$ cat src/rtl/rs485_tx.sv
// UART-style RS485 transmitter: start bit, LSB-first data, optional parity, stop bit(s),
// with driver-enable guard times before and after the frame. One bit = OVS bclk cycles.
module rs485_tx #(
  parameter int unsigned OVS        = 16,
  parameter int unsigned DATA_BITS  = 8,
  parameter int unsigned PARITY_EN  = 0,
  parameter int unsigned PARITY_ODD = 0,
  parameter int unsigned STOP_BITS  = 1,
  parameter int unsigned DE_LEAD    = 16,
  parameter int unsigned DE_LAG     = 16
) (
  input  logic                 bclk,
  input  logic                 reset,
  input  logic                 tx_start,
  input  logic [DATA_BITS-1:0] tx_din,
  output logic                 txd,
  output logic                 tx_de,
  output logic                 tx_busy,
  output logic                 tx_done
);

  localparam int unsigned CntMax1 = (OVS > DE_LEAD) ? OVS : DE_LEAD;
  localparam int unsigned CntMax  = (CntMax1 > DE_LAG) ? CntMax1 : DE_LAG;
  localparam int unsigned CntW    = $clog2(CntMax);
  localparam int unsigned BitW    = $clog2(DATA_BITS);

  localparam logic [CntW-1:0] OvsLast  = CntW'(OVS - 1);
  localparam logic [CntW-1:0] LeadLast = CntW'((DE_LEAD > 0) ? DE_LEAD - 1 : 0);
  localparam logic [CntW-1:0] LagLast  = CntW'((DE_LAG > 0) ? DE_LAG - 1 : 0);
  localparam logic [BitW-1:0] DataLast = BitW'(DATA_BITS - 1);
  localparam logic [BitW-1:0] StopLast = BitW'(STOP_BITS - 1);
  localparam logic            ParOdd   = (PARITY_ODD != 0);

  typedef enum logic [2:0] {
    StIdle, StLead, StStart, StData, StParity, StStop, StLag
  } state_e;

  state_e                 state_q, state_d;
  logic [CntW-1:0]        cnt_q, cnt_d;
  logic [BitW-1:0]        bit_q, bit_d;
  logic [DATA_BITS-1:0]   sh_q, sh_d;
  logic                   par_q, par_d;
  logic                   pend_q, pend_d;
  logic                   txd_q, txd_d;
  logic                   de_q, de_d;
  logic                   busy_q, busy_d;
  logic                   done_q, done_d;
  logic                   finish;

  always_comb begin
    state_d = state_q;
    cnt_d   = cnt_q;
    bit_d   = bit_q;
    sh_d    = sh_q;
    par_d   = par_q;
    pend_d  = 1'b0;
    done_d  = 1'b0;
    finish  = 1'b0;

    unique case (state_q)
      StIdle: begin
        // pend_q marks the cycle between acceptance and the first driven cycle
        if (pend_q) begin
          state_d = (DE_LEAD > 0) ? StLead : StStart;
          cnt_d   = '0;
          bit_d   = '0;
        end
      end
      StLead: begin
        if (cnt_q == LeadLast) begin
          state_d = StStart;
          cnt_d   = '0;
        end else begin
          cnt_d = cnt_q + 1'b1;
        end
      end
      StStart: begin
        if (cnt_q == OvsLast) begin
          state_d = StData;
          cnt_d   = '0;
          bit_d   = '0;
        end else begin
          cnt_d = cnt_q + 1'b1;
        end
      end
      StData: begin
        if (cnt_q == OvsLast) begin
          cnt_d = '0;
          sh_d  = sh_q >> 1;
          if (bit_q == DataLast) begin
            state_d = (PARITY_EN != 0) ? StParity : StStop;
            bit_d   = '0;
          end else begin
            bit_d = bit_q + 1'b1;
          end
        end else begin
          cnt_d = cnt_q + 1'b1;
        end
      end
      StParity: begin
        if (cnt_q == OvsLast) begin
          state_d = StStop;
          cnt_d   = '0;
          bit_d   = '0;
        end else begin
          cnt_d = cnt_q + 1'b1;
        end
      end
      StStop: begin
        if (cnt_q == OvsLast) begin
          cnt_d = '0;
          if (bit_q == StopLast) begin
            bit_d = '0;
            if (DE_LAG > 0) begin
              state_d = StLag;
            end else begin
              finish = 1'b1;
            end
          end else begin
            bit_d = bit_q + 1'b1;
          end
        end else begin
          cnt_d = cnt_q + 1'b1;
        end
      end
      StLag: begin
        if (cnt_q == LagLast) begin
          finish = 1'b1;
        end else begin
          cnt_d = cnt_q + 1'b1;
        end
      end
      default: state_d = StIdle;
    endcase

    if (finish) begin
      state_d = StIdle;
      cnt_d   = '0;
      done_d  = 1'b1;
    end

    // The completing edge may also accept, so held requests give back-to-back frames
    if (tx_start && ((state_q == StIdle && !pend_q) || finish)) begin
      sh_d   = tx_din;
      par_d  = (^tx_din) ^ ParOdd;
      pend_d = 1'b1;
    end

    busy_d = (state_d != StIdle);
    de_d   = (state_d != StIdle);
    unique case (state_d)
      StStart:  txd_d = 1'b0;
      StData:   txd_d = sh_d[0];
      StParity: txd_d = par_q;
      default:  txd_d = 1'b1;
    endcase
  end

  always_ff @(posedge bclk) begin
    if (reset) begin
      state_q <= StIdle;
      cnt_q   <= '0;
      bit_q   <= '0;
      sh_q    <= '0;
      par_q   <= 1'b0;
      pend_q  <= 1'b0;
      txd_q   <= 1'b1;
      de_q    <= 1'b0;
      busy_q  <= 1'b0;
      done_q  <= 1'b0;
    end else begin
      state_q <= state_d;
      cnt_q   <= cnt_d;
      bit_q   <= bit_d;
      sh_q    <= sh_d;
      par_q   <= par_d;
      pend_q  <= pend_d;
      txd_q   <= txd_d;
      de_q    <= de_d;
      busy_q  <= busy_d;
      done_q  <= done_d;
    end
  end

  assign txd     = txd_q;
  assign tx_de   = de_q;
  assign tx_busy = busy_q;
  assign tx_done = done_q;

endmodule

$ cat config.mk
export PLATFORM = sky130hd
export DESIGN_NAME = rs485_tx
export DESIGN_NICKNAME = d
export VERILOG_FILES = /design/src/rtl/rs485_tx.sv
export SDC_FILE = /design/constraint.sdc
export NUM_CORES = 1
export LEC_CHECK = 0
export ABC_AREA = 0
export CAP_MARGIN = 20
export CORE_MARGIN = 8
export CORE_UTILIZATION = 29
export DETAILED_ROUTE_END_ITERATION = 10
export PLACE_DENSITY = 0.43
export SLEW_MARGIN = 20
export SYNTH_ARGS = -nofsm -noshare
export SYNTH_HDL_FRONTEND = slang
export SYNTH_SLANG_ARGS = --single-unit
$ cat constraint.sdc
create_clock -name bclk -period 2.3 [get_ports bclk]
set_clock_uncertainty 0.15 [all_clocks]
set_input_delay 0.575 -clock bclk [delete_from_list [all_inputs] [get_ports bclk]]
set_output_delay 0.575 -clock bclk [all_outputs]
set_load 0.02 [all_outputs]
==> results_dict.tcl <==
set metrics [dict create \
    status "finished clean" \
    rrSetupSlack_ps 240 \
    cts_setup_buffers 0 \
    synth_nets 162 \
    cts_buffer_depth 2 \
    finalSetupViolations 0 \
    syn_area_per_cell_um2 8.93 \
    vias 1096 \
    dieArea_um2 6930 \
    clkSinkCount 23 \
    ir_drop_mv 0.246 \
    synth_top_family_by_area "simple AND/OR/NAND/NOR gates" \
    final_util 0.357 \
    critPathTopFamily "simple AND/OR/NAND/NOR gates" \
    antenna_found_initial 0 \
    drive_above_1_share 0.165 \
    path_buf_inv 1 \
    synth_compound_area_frac 0.212 \
    slowest_stage "or3b_1" \
    drv_slew 0 \
    yosys.area_share.xor_xnor 0.0534 \
    syn_inst 147 \
    synth_top_area_frac 0.351 \
    critPathCaptureType "flip-flop" \
    yosysWarnings 0 \
    slowest_delay_ps 400 \
    power_density_nw_per_um2 544 \
    area_growth_pct 18.3 \
    worstSetupPathType "reg -> reg" \
    antenna_left 0 \
    synth_edf_count 0 \
    synth_cell_types 45 \
    clockRootBuffer "clkbuf_8" \
    drt-pass1-iter-count 5 \
    startpoint_type "flip-flop" \
    startpoint "cnt_q[0]" \
    finalHoldViolCount 0 \
    gp_congestion 0.716 \
    drc 0 \
    yosys.area_share.adder 0.0381 \
    finalSetupTns_ps 0 \
    clkLatencyLatePin_ps 270 \
    grt_pass1_wl_mm 4.79 \
    p_leak_nw 0.558 \
    hpwl_mm 2.13 \
    min_from "bit_q[2]" \
    yosysSeqAreaShare 0.351 \
    min_path_type "reg -> reg" \
    grt_use_total 0.0807 \
    cts_max_level 1 \
    synth.most_common_cell "dfxtp_1" \
    r2r_start "cnt_q[0]" \
    synth-simple-area-share 0.240 \
    first_iter_violations 103 \
    row_count 24 \
    synthTopCellsByArea "dfxtp_1 (35%), a311oi_2 (6.9%), nor2_1 (5.1%)" \
    cts_tree "done" \
    grt_max_degree 15 \
    synthArstFlopShare 0 \
    insertedDiodeCount 0 \
    max_slew_margin 0.677 \
    worstPathRequired_ps 2300 \
    final_nets 180 \
    crit_end "sh_q[3]" \
    fin_crit_sh 0.897 \
    io_buffers 14 \
    tightest_slew_ps 484 \
    ios 15 \
    muxShareOfSynthArea 0.0391 \
    path_cells "ha_1 -> and3_4 -> a21oi_2 -> or3b_1 -> buf_4 -> nor2_1 -> a311oi_2" \
    cts_inserted_buffers 3 \
    path_clk_slew_ps 90 \
    vias_per_cell 5.07 \
    coreArea_um2 4350 \
    ff2ff_path_depth 7 \
    yosys-top-cells-count "dfxtp_1 (23), nor2_1 (18), nand2_1 (14), o21ai_0 (12)" \
    fin_crit_ps 2060 \
    worstSetupPathDepth 7 \
    cap_violations 0 \
    yosysTopAreaCell "dfxtp_1" \
    die_height_um 83.3 \
    grt_pass1_vias 1054 \
    syn_area_um2 1310 \
    die_x_um 83.3 \
    crit_path_max_fanout 14 \
    ys_ff_latch 23 \
    drt_wl_total_mm 2.87 \
    p_total_uw 844 \
    rsz0062_at_grt "no" \
    ys.flop_type "dfxtp_1" \
    wl_per_cell_um 13.3 \
    rr_endpoint "sh_q[3]" \
    crit_arrival_ps 2070 \
    grt-ovfl-total 0 \
    initial_utilization 0.301 \
    fmax_mhz 484 \
]
[worst min-delay path, stage by stage (launching register included)]
cell and delay, ps:
dfxtp_1 330, nand2_1 60, a21oi_1 50
[logic make-up (layout without fill, tap and decap cells)]
group | after synthesis | in the layout
compound gates | 37 | 37
buf+inv | 12 | 29
flops | 23 | 23
fa+ha+maj | 4 | 4
simple gates | 58 | 58
mux | 5 | 5
xor+xnor | 8 | 8
[cell usage in the layout, fill, tap and decap left out, types with 2 or more instances in the layout]
cell / Yosys / routed
dfxtp_1: 23 / 23
mux2i_1: 4 / 4
a22oi_1: 2 / 2
buf_4: 2 / 8
nor2b_1: 2 / 2
clkbuf_8: 0 / 3
inv_1: 3 / 3
nor2_1: 18 / 18
a311oi_2: 6 / 6
clkdlybuf4s50_1: 0 / 14
nand2b_1: 4 / 4
ha_1: 4 / 4
o21ai_0: 12 / 12
xnor2_1: 6 / 6
nor4_1: 2 / 2
a21oi_1: 6 / 6
nand3_1: 3 / 3
nand2_1: 14 / 14
nand3b_1: 2 / 2
nor3_1: 2 / 2
xor2_1: 2 / 2
a31oi_1: 2 / 2
[layer usage]
metal / up-vias / share of wire / GRT usage
met5: - / 0 / 0
met4: 0 / 0.010 / 0.0304
met3: 4 / 0.036 / 0.0215
met2: 13 / 0.46 / 0.126
met1: 522 / 0.49 / 0.103
li1: 557 / - / -
[where the power goes]
| part | internal [mW] | total [mW] | switching, mW |
|---|---|---|---|
| clock | 0.121 | 0.261 | 0.140 |
| sequential | 0.421 | 0.435 | 0.0134 |
| combinational | 0.0754 | 0.149 | 0.0733 |
[how the worst min path moves through the flow]
| stage | end | cells past startpoint |
|---|---|---|
| 3_5_place_dp | bit_q[2] | 2 |
| 3_3_place_gp | bit_q[0] | 2 |
| 5_1_grt | bit_q[2] | 2 |
| 4_1_cts | bit_q[0] | 2 |
| 2_1_floorplan | bit_q[2] | 2 |
| 6_report | bit_q[2] | 2 |
[stage by stage]
step | setup WS (ps) | hold WS [ps] | cells | cell area, um^2
after detailed placement | 156 | 321 | 212 | 1500
after floorplan | 361 | 294 | 147 | 1310
after global placement | 176 | 311 | 212 | 1500
after global routing | 70.1 | 358 | 216 | 1550
final | 236 | 330 | 216 | 1550
after CTS | 233 | 335 | 216 | 1550
[what timing repair did]
| action | 4_1_cts | 5_1_grt |
|---|---|---|
| hold endpoints to repair | 0 | 0 |
| setup endpoints to repair | 0 | 1 |
| gates resized for setup | 0 | 1 |
| hold buffers | 0 | 0 |
[sequential cells by signal, indices dropped and copies added (netlist names)]
name     flops
bit_q        3
state_q      3
par_q        1
tx_busy      1
pend_q       1
txd          1
sh_q         8
cnt_q        4
tx_done      1
[final cells by class]
cell class	count	area, um^2
Fill cell	431	2800
Multi-Input combinational cell	112	769
Clock buffer	3	41.3
Tap cell	52	65.1
Clock inverter	1	5.00
Inverter	3	11.3
Sequential cell	23	460
Timing Repair Buffer	22	200
No activity file was read; power rests on OpenSTA's default activity.
